### src/rtl/kianv_seq_multiplier_pkg.sv
// Shared definitions for the sequential multiplier.
// Also carries the riscv_defines operation encodings (MUL_OP_* and DIV_OP_*)
// so every file compiled after this one sees the same values.
// Optional feature macro: MUL_EARLY_EXIT_EN (see kianv_seq_multiplier.sv).
`ifndef RISCV_DEFINES_VH
`define RISCV_DEFINES_VH
`define MUL_OP_WIDTH     2
`define MUL_OP_MUL       2'b00
`define MUL_OP_MULH      2'b01
`define MUL_OP_MULHSU    2'b10
`define MUL_OP_MULHU     2'b11
`define DIV_OP_WIDTH     2
`define DIV_OP_DIV       2'b00
`define DIV_OP_DIVU      2'b01
`define DIV_OP_REM       2'b10
`define DIV_OP_REMU      2'b11
`endif

package kianv_seq_multiplier_pkg;

    localparam int MUL_OP_W = `MUL_OP_WIDTH;

    localparam logic [MUL_OP_W-1:0] MUL_OP_MUL    = `MUL_OP_MUL;
    localparam logic [MUL_OP_W-1:0] MUL_OP_MULH   = `MUL_OP_MULH;
    localparam logic [MUL_OP_W-1:0] MUL_OP_MULHSU = `MUL_OP_MULHSU;
    localparam logic [MUL_OP_W-1:0] MUL_OP_MULHU  = `MUL_OP_MULHU;

endpackage

### src/rtl/kianv_seq_multiplier.sv
// Radix-2 shift-add sequential multiplier for RV32M MUL/MULH/MULHSU/MULHU.
// Operands are made non-negative on accept, multiplied unsigned over 32
// steps, and the 64-bit product is negated at the end if the signs differ.
// Optional: define MUL_EARLY_EXIT_EN to leave the step loop as soon as the
// remaining multiplier is zero (latency 3 + msb index of |factor2|).
module kianv_seq_multiplier
    import kianv_seq_multiplier_pkg::*;
#(
    parameter int XLEN = 32
) (
    input  logic                     clk,
    input  logic                     resetn,
    input  logic [XLEN-1:0]          factor1,
    input  logic [XLEN-1:0]          factor2,
    input  logic [`MUL_OP_WIDTH-1:0] MULop,
    input  logic                     valid,
    output logic                     ready,
    output logic [XLEN-1:0]          mulRslt
);

    // One-hot state bit positions
    localparam int S_IDLE  = 0;
    localparam int S_CALC  = 1;
    localparam int S_READY = 2;

    localparam logic [2:0] ST_IDLE  = 3'b001;
    localparam logic [2:0] ST_CALC  = 3'b010;
    localparam logic [2:0] ST_READY = 3'b100;

    logic [2:0]        state_q, state_d;
    logic              ready_q, ready_d;
    logic [2*XLEN-1:0] product_q, product_d;
    logic [2*XLEN-1:0] mcand_q, mcand_d;
    logic [XLEN-1:0]   mplier_q, mplier_d;
    logic [4:0]        cnt_q, cnt_d;

    logic              f1_signed, f2_signed;
    logic              f1_neg, f2_neg;
    logic [XLEN-1:0]   f1_abs, f2_abs;
    logic              last_step;

    // Operand signedness and magnitude; 0x80000000 negates to itself,
    // which is the correct unsigned magnitude.
    always_comb begin
        f1_signed = (MULop == MUL_OP_MULH) || (MULop == MUL_OP_MULHSU);
        f2_signed = (MULop == MUL_OP_MULH);
        f1_neg    = f1_signed && factor1[XLEN-1];
        f2_neg    = f2_signed && factor2[XLEN-1];
        f1_abs    = f1_neg ? (~factor1 + 1'b1) : factor1;
        f2_abs    = f2_neg ? (~factor2 + 1'b1) : factor2;
    end

    // Decide whether the current CALC step is the final one
    always_comb begin
`ifdef MUL_EARLY_EXIT_EN
        last_step = (cnt_q == 5'd31) || ((mplier_q >> 1) == '0);
`else
        last_step = (cnt_q == 5'd31);
`endif
    end

    // State register plus reset-controlled flops
    always_ff @(posedge clk) begin
        if (!resetn) begin
            state_q   <= ST_IDLE;
            ready_q   <= 1'b0;
            product_q <= '0;
            cnt_q     <= '0;
        end else begin
            state_q   <= state_d;
            ready_q   <= ready_d;
            product_q <= product_d;
            cnt_q     <= cnt_d;
        end
    end

    // Operand shift registers need no reset; they are loaded on accept
    always_ff @(posedge clk) begin
        mcand_q  <= mcand_d;
        mplier_q <= mplier_d;
    end

    // Next-state logic
    always_comb begin
        state_d = state_q;
        unique case (1'b1)
            state_q[S_IDLE]:  if (valid && !ready_q) state_d = ST_CALC;
            state_q[S_CALC]:  if (last_step) state_d = ST_READY;
            state_q[S_READY]: state_d = ST_IDLE;
            default:          state_d = ST_IDLE;
        endcase
    end

    // Datapath and ready generation per state
    always_comb begin
        ready_d   = 1'b0;
        product_d = product_q;
        mcand_d   = mcand_q;
        mplier_d  = mplier_q;
        cnt_d     = cnt_q;
        unique case (1'b1)
            state_q[S_IDLE]: begin
                if (valid && !ready_q) begin
                    mcand_d   = {{XLEN{1'b0}}, f1_abs};
                    mplier_d  = f2_abs;
                    product_d = '0;
                    cnt_d     = '0;
                end
            end
            state_q[S_CALC]: begin
                if (mplier_q[0]) product_d = product_q + mcand_q;
                mcand_d  = mcand_q << 1;
                mplier_d = mplier_q >> 1;
                cnt_d    = cnt_q + 5'd1;
            end
            state_q[S_READY]: begin
                if (f1_neg ^ f2_neg) product_d = ~product_q + 1'b1;
                ready_d = 1'b1;
            end
            default: ;
        endcase
    end

    assign ready   = ready_q;
    assign mulRslt = (MULop == MUL_OP_MUL) ? product_q[XLEN-1:0]
                                           : product_q[2*XLEN-1:XLEN];

endmodule

### config.mk
export PLATFORM = sky130hd
export DESIGN_NAME = kianv_seq_multiplier
export DESIGN_NICKNAME = d
export VERILOG_FILES = /design/src/rtl/kianv_seq_multiplier_pkg.sv /design/src/rtl/kianv_seq_multiplier.sv
export SDC_FILE = /design/constraint.sdc
export NUM_CORES = 1
export LEC_CHECK = 0
export CELL_PAD_IN_SITES_DETAIL_PLACEMENT = 1
export CELL_PAD_IN_SITES_GLOBAL_PLACEMENT = 1
export CORE_ASPECT_RATIO = 0.75
export CORE_MARGIN = 3
export CORE_UTILIZATION = 41
export CTS_CLUSTER_SIZE = 30
export DETAILED_ROUTE_END_ITERATION = 12
export PLACE_DENSITY_LB_ADDON = 0.2
export SKIP_CTS_REPAIR_TIMING = 1
export SYNTH_ARGS = -nofsm -noshare
export SYNTH_HDL_FRONTEND = slang
export SYNTH_SLANG_ARGS = --single-unit
### constraint.sdc
create_clock -name clk -period 4.2 [get_ports clk]
set_clock_uncertainty 0.1 [all_clocks]
set_input_delay 0.84 -clock clk [delete_from_list [all_inputs] [get_ports clk]]
set_output_delay 0.84 -clock clk [all_outputs]
set_load 0.01 [all_outputs]
==> flow_summary.ini, run 1 <==
[cts]
clkTransAtPathRegs_ns = 0.07
cts_made_buffers = 17
clock_sinks = 169
cts-root-buf = clkbuf_16
clk_latency_ns = 0.46
htree_levels = 4
cts_max_path_buffers = 2
cts_tree = done

[yosys]
ys_seq_area_share_pct = 32.4
yosysTopAreaCell = edfxtp_1
synthDistinctLibCells = 88
synthDominantCellAreaShare_pct = 21.5
synthArstFlopShare_pct = 0
synth_seq_cells = 169
synth_edf_count = 96
syn_avg_cell_area_sq_um = 8.34
syn-cell-area_sq_um = 13400
netlist_instances = 1609
ys_warn_count = 0
synth_nets = 1749
yosys-top-cells-area = edfxtp_1 21%, dfxtp_1 11%, ha_1 6.5%
synthFlopType = edfxtp_1

[route]
ant_nets = 0
wirelength_um = 46700
drc = 0
drt_first_pass_iters = 5
vias = 13000
routedWlPerCell_um = 21.9
drt_iter0_markers = 1202
viasPerCell = 6.07

[cells_and_area]
nNetsFinal = 1826
area_growth_pct = 16.6
n_antenna_cell = 0
drive_above_1_share_pct = 9.01
design_area_sq_um = 15700
nFillCells = 3747
utilization_pct = 49.3

[die]
rows = 56
die-area_sq_um = 35000
dieHeight_um = 163
start_util_pct = 42.3
ios = 102
coreArea_sq_um = 31700
die_w_um = 215

[power]
switching_share_pct = 36.4
internal_power_w = 0.00359
clockPowerShare_pct = 28.7
power_density_nw_per_um2 = 360
irDropWorstVdd_uv = 282
switchingPower_w = 0.00205
p_total_w = 0.00564
p_comb_share_pct = 34.0
power.leakage_nw = 6.22
seq_power_share_pct = 37.3

[timing]
post-route-min-period_ns = 3.90
slew_headroom_pct = 28.0
fin_setup_tns_ns = 0
setup_viol = 0
hold_slack_ns = 0.401
finalMaxSlewViolations = 0
final_hold_viol_count = 0
rsz0062_at_grt = no
worst_pin_slew_ns = 1.08
fmax_mhz = 257
post-route-period-util_pct = 92.8

[placed_design]
postPlaceCellArea_sq_um = 15100
gp_congestion = 0.927
port_buffers = 101
hpwl_um = 36200

[setup_path]
critPathMaxFanout = 6
startpoint_type = register
cp.required_ns = 4.45
end_kind = register
r2r_cells = 11
cp.arrival_ns = 4.15
critPathKind = register to register

[hold_path]
hp-class = register to register
holdPathStages = 2

[global_routing]
grt_pass1_wl_um = 72900
antenna_found_initial = 0
grt.overflow.total = 0
track_usage_pct = 26.3
grt_pass1_vias = 12600
grt_max_degree = 121

[run]
max_cap_viol_count = 0

[run_status]
status = finished clean
==> worst max-delay path, stage by stage, from the launching register on <==
cell and delay (ns):
dfxtp_1 0.49, ha_1 0.34, and2_1 0.21, a221oi_1 0.43, nor2_1 0.08, a211o_1 0.39
o211ai_1 0.43, a21oi_1 0.24, a21bo_2 0.28, a221oi_1 0.38, o31ai_1 0.13, a221o_1 0.27
==> per-stage QoR <==
| stage | instances | setup WS, ns |
|---|---|---|
| 2_1_floorplan | 1609 | 0.172 |
| 3_3_place_gp | 2102 | 0.291 |
| 3_5_place_dp | 2102 | 0.182 |
| 4_1_cts | 2134 | 0.326 |
| 5_1_grt | 2134 | 0.0752 |
| 6_report | 2134 | 0.304 |
==> metal layers <==
metal  global-route usage [%]  up-vias  wire (um)  part of all wire (%)
li1                         -     6188          -                     -
met1                     39.7     6326      23100                    49
met2                     38.5      387      19800                    42
met3                     3.79       57       2640                   5.7
met4                     8.28        0       1190                   2.5
met5                        0        -          0                     0
==> state kept, by name, indices dropped and copies added (netlist names) <==
signal,count
product_q,64
cnt_q,5
ready,1
state_q,3
mcand_q,64
mplier_q,32
==> power groups by stage <==
stage	combinational (W)	clock, W	sequential [W]
floorplan	0.00134	0	0.00207
global placement	0.00183	0	0.00213
detailed placement	0.00189	0	0.00214
CTS	0.00190	0.00165	0.00210
global route	0.00211	0.00171	0.00213
finish	0.00192	0.00162	0.00211
==> logic make-up (layout without fill, tap and decap cells) <==
family	count (synthesis)	count (layout)	synth area share (%)
AOI/OAI and AO/OA	503	503	24.8
and+or+nand+nor	576	576	21.2
DFF	169	169	32.4
adders and majority gates	71	71	6.67
xor gates and xnor gates	114	114	7.44
buffers and inverters	132	222	3.88
muxes	44	44	3.63
==> final timing paths <==
path / start / endpoint / slack (ns)
max: product_q[10]$_SDFFE_PN0P_ / product_q[63]$_SDFFE_PN0P_ / 0.30
max reg2reg: product_q[10]$_SDFFE_PN0P_ / product_q[63]$_SDFFE_PN0P_ / 0.30
min reg2reg: cnt_q[4]$_SDFFE_PN0P_ / cnt_q[4]$_SDFFE_PN0P_ / 0.40
min: cnt_q[4]$_SDFFE_PN0P_ / cnt_q[4]$_SDFFE_PN0P_ / 0.40
==> layout by cell type (no fill, tap or decap), drive strengths merged, types with 8 or more instances in the layout <==
cell type      netlist  layout
nand2              170     170
nor2               144     144
a21oi              126     126
o21ai              122     122
clkdlybuf4s50        0     101
edfxtp              96      96
dfxtp               73      73
xnor2               71      71
nor3                71      71
ha                  70      70
a21o                64      64
buf                 12      49
xor2                43      43
inv                 39      42
and2                41      41
mux2                38      38
nand3               29      29
a222oi              25      25
nor4                25      25
a211oi              19      19
clkbuf              80      18
nand2b              16      16
nand4               16      16
o21bai              13      13
o31ai               13      13
and3                12      12
a22oi               12      12
a31oi               12      12
or3                 11      11
or4                 11      11
a221oi              10      10
o22ai                9       9
nor2b                8       8
a32oi                8       8
==> Yosys cell counts (21+ instances only) <==
cell        n
mux2_2     37
nor2_1    143
and2_1     40
inv_1      39
xnor2_1    71
a222oi_1   25
edfxtp_1   96
dfxtp_1    73
a21oi_1   126
clkbuf_1   79
a21o_1     63
ha_1       70
nand3_1    27
nor3_1     69
nand2_1   170
o21ai_0   120
xor2_1     43
nor4_1     21
==> area by class of cell <==
type	count	area [sq um]	share of cell area (%)
timing repair buffer	150	1450	9.28
tap	435	544	3.48
sequential	169	4350	27.8
multi-input combinational	1308	8580	54.8
clock inverter	14	149	0.951
inverter	40	153	0.975
clock buffer	18	429	2.74
No activity file was read; power rests on OpenSTA's default activity.
==> run 2: changes to the inputs <==
GPL_ROUTABILITY_DRIVEN = 1   (was not set)
==> results of run 2 <==
Final layout, timing and power as in run 1 (identical DEF).
==> run 3: changes to the inputs <==
PLACE_DENSITY = 0.87   (was not set)
PLACE_DENSITY_LB_ADDON = not set   (was 0.2)
==> flow_summary.ini, run 3 (same netlist as run 1, synthesis figures left out) <==
[die]
start_util_pct = 42.3
rows = 56
die_w_um = 215
ios = 102
coreArea_sq_um = 31700
dieHeight_um = 163
die-area_sq_um = 35000

[setup_path]
critPathMaxStageDelay_ns = 0.49
startpoint_type = register
crit_buf_inv = 1
cp_slowest_cell = edfxtp_1
end_kind = register
cp.required_ns = 4.45
critPathTopFamily = simple AND/OR/NAND/NOR gates
critPathKind = register to register
critPathMaxFanout = 8
cp_cell_sequence = ha_1 > and4_1 > nand3_1 > nor4_1 > nor2b_1 > a311oi_1 > buf_4 > o21ai_0 > a21boi_0 > xnor2_1 > a222oi_1 > nor2_1
cp.arrival_ns = 4.11

[cells_and_area]
reg_top3 = mcand_q (64), product_q (64), mplier_q (32)
nFillCells = 3742
nNetsFinal = 1819
n_antenna_cell = 0
drive_above_1_share_pct = 8.63
layout.cells.non_filler = 2127
mostFrequentLayoutCell = nand2_1
area_growth_pct = 15.9
layout_common_cells = 170 x nand2_1, 142 x nor2_1, 126 x a21oi_1

[timing]
post-route-period-util_pct = 91.9
worst_pin_slew_ns = 0.840
hold_slack_ns = 0.439
slew_headroom_pct = 44.0
fmax_mhz = 259
finalMaxSlewViolations = 0
setup_viol = 0
final_hold_viol_count = 0
fin_setup_tns_ns = 0
post-route-min-period_ns = 3.86
rsz0062_at_grt = no

[placed_design]
port_buffers = 101
gp_congestion = 0.948
hpwl_um = 37000
place_inst = 2095

[route]
ant_nets = 0
wirelength_um = 48900
routedWlPerCell_um = 23.0
drt_first_pass_iters = 9
vias = 13300
viasPerCell = 6.24
drc = 0
drt_iter0_markers = 1163

[cts]
cts_max_path_buffers = 2
cts_tree = done
clock_sinks = 169
cts-root-buf = clkbuf_16
clk_latency_ns = 0.46
clkTransAtPathRegs_ns = 0.07
cts_made_buffers = 17
htree_levels = 4

[power]
power_density_nw_per_um2 = 364
irDropWorstVdd_uv = 247
power.leakage_nw = 6.18

[global_routing]
grt_max_degree = 97
grt_pass1_wl_um = 75900
track_usage_pct = 27.5
grt_pass1_vias = 13400
grt.overflow.total = 0
antenna_found_initial = 1

[run]
max_cap_viol_count = 0

[hold_path]
hp-class = register to register

[run_status]
status = finished clean
-- run 3: cell types whose count changed in the layout (fill, tap and decap cells not counted), sizes merged --
| cell | delta |
|---|---|
| bufinv | -1 |
| buf | -7 |
| inv | +5 |
| clkinvlp | -4 |
-- run 3: path summary, 6_finish.rpt --
| path | end | slack (ns) | from | cells after the start |
|---|---|---|---|---|
| max | product_q[49]$_SDFFE_PN0P_ | 0.34 | mcand_q[24]$_DFFE_PP_ | 12 |
| min | mplier_q[28]$_DFFE_PP_ | 0.44 | mplier_q[29]$_DFFE_PP_ | 2 |
| max reg2reg | product_q[49]$_SDFFE_PN0P_ | 0.34 | mcand_q[24]$_DFFE_PP_ | 12 |
| min reg2reg | mplier_q[28]$_DFFE_PP_ | 0.44 | mplier_q[29]$_DFFE_PP_ | 2 |
-- run 3: per-stage QoR --
stage	total power, W	setup WS [ns]	area (sq um)	utilization [%]
2_1_floorplan	0.00341	0.172	13400	-
3_3_place_gp	0.00396	0.485	15000	47.3
3_5_place_dp	0.00406	0.333	15000	47.3
4_1_cts	0.00566	0.418	15600	49.0
5_1_grt	0.00595	0.0539	15600	49.0
6_report	0.00567	0.339	15600	49.0
-- run 3: worst min-delay path, cell delays in order (launching register included) --
cell      delay, ns
edfxtp_1       0.32
nand2_1        0.05
o21ai_0        0.06
-- run 3: cell type report --
| class | instances | area, sq um | area share [%] |
|---|---|---|---|
| multi-input cells | 1308 | 8580 | 55.1 |
| flip-flops and latches | 169 | 4350 | 27.9 |
| repair buffers | 143 | 1380 | 8.84 |
| well taps | 435 | 544 | 3.50 |
| clock buffers | 18 | 429 | 2.76 |
| inverters | 40 | 153 | 0.981 |
| clock inverters | 14 | 136 | 0.876 |
-- run 3: layer usage --
metal / global-route usage (%) / share of wire [%]
met1: 36.8 / 45
met2: 45.2 / 46
met3: 4.92 / 6.5
met4: 8.92 / 2.7
met5: 0 / 0.027
-- run 3: report_power, final --
part	internal [W]	switching, W	total (W)
Clock	0.000831	0.000781	0.00161
Sequential	0.00195	0.000160	0.00211
Combinational	0.000756	0.00119	0.00195
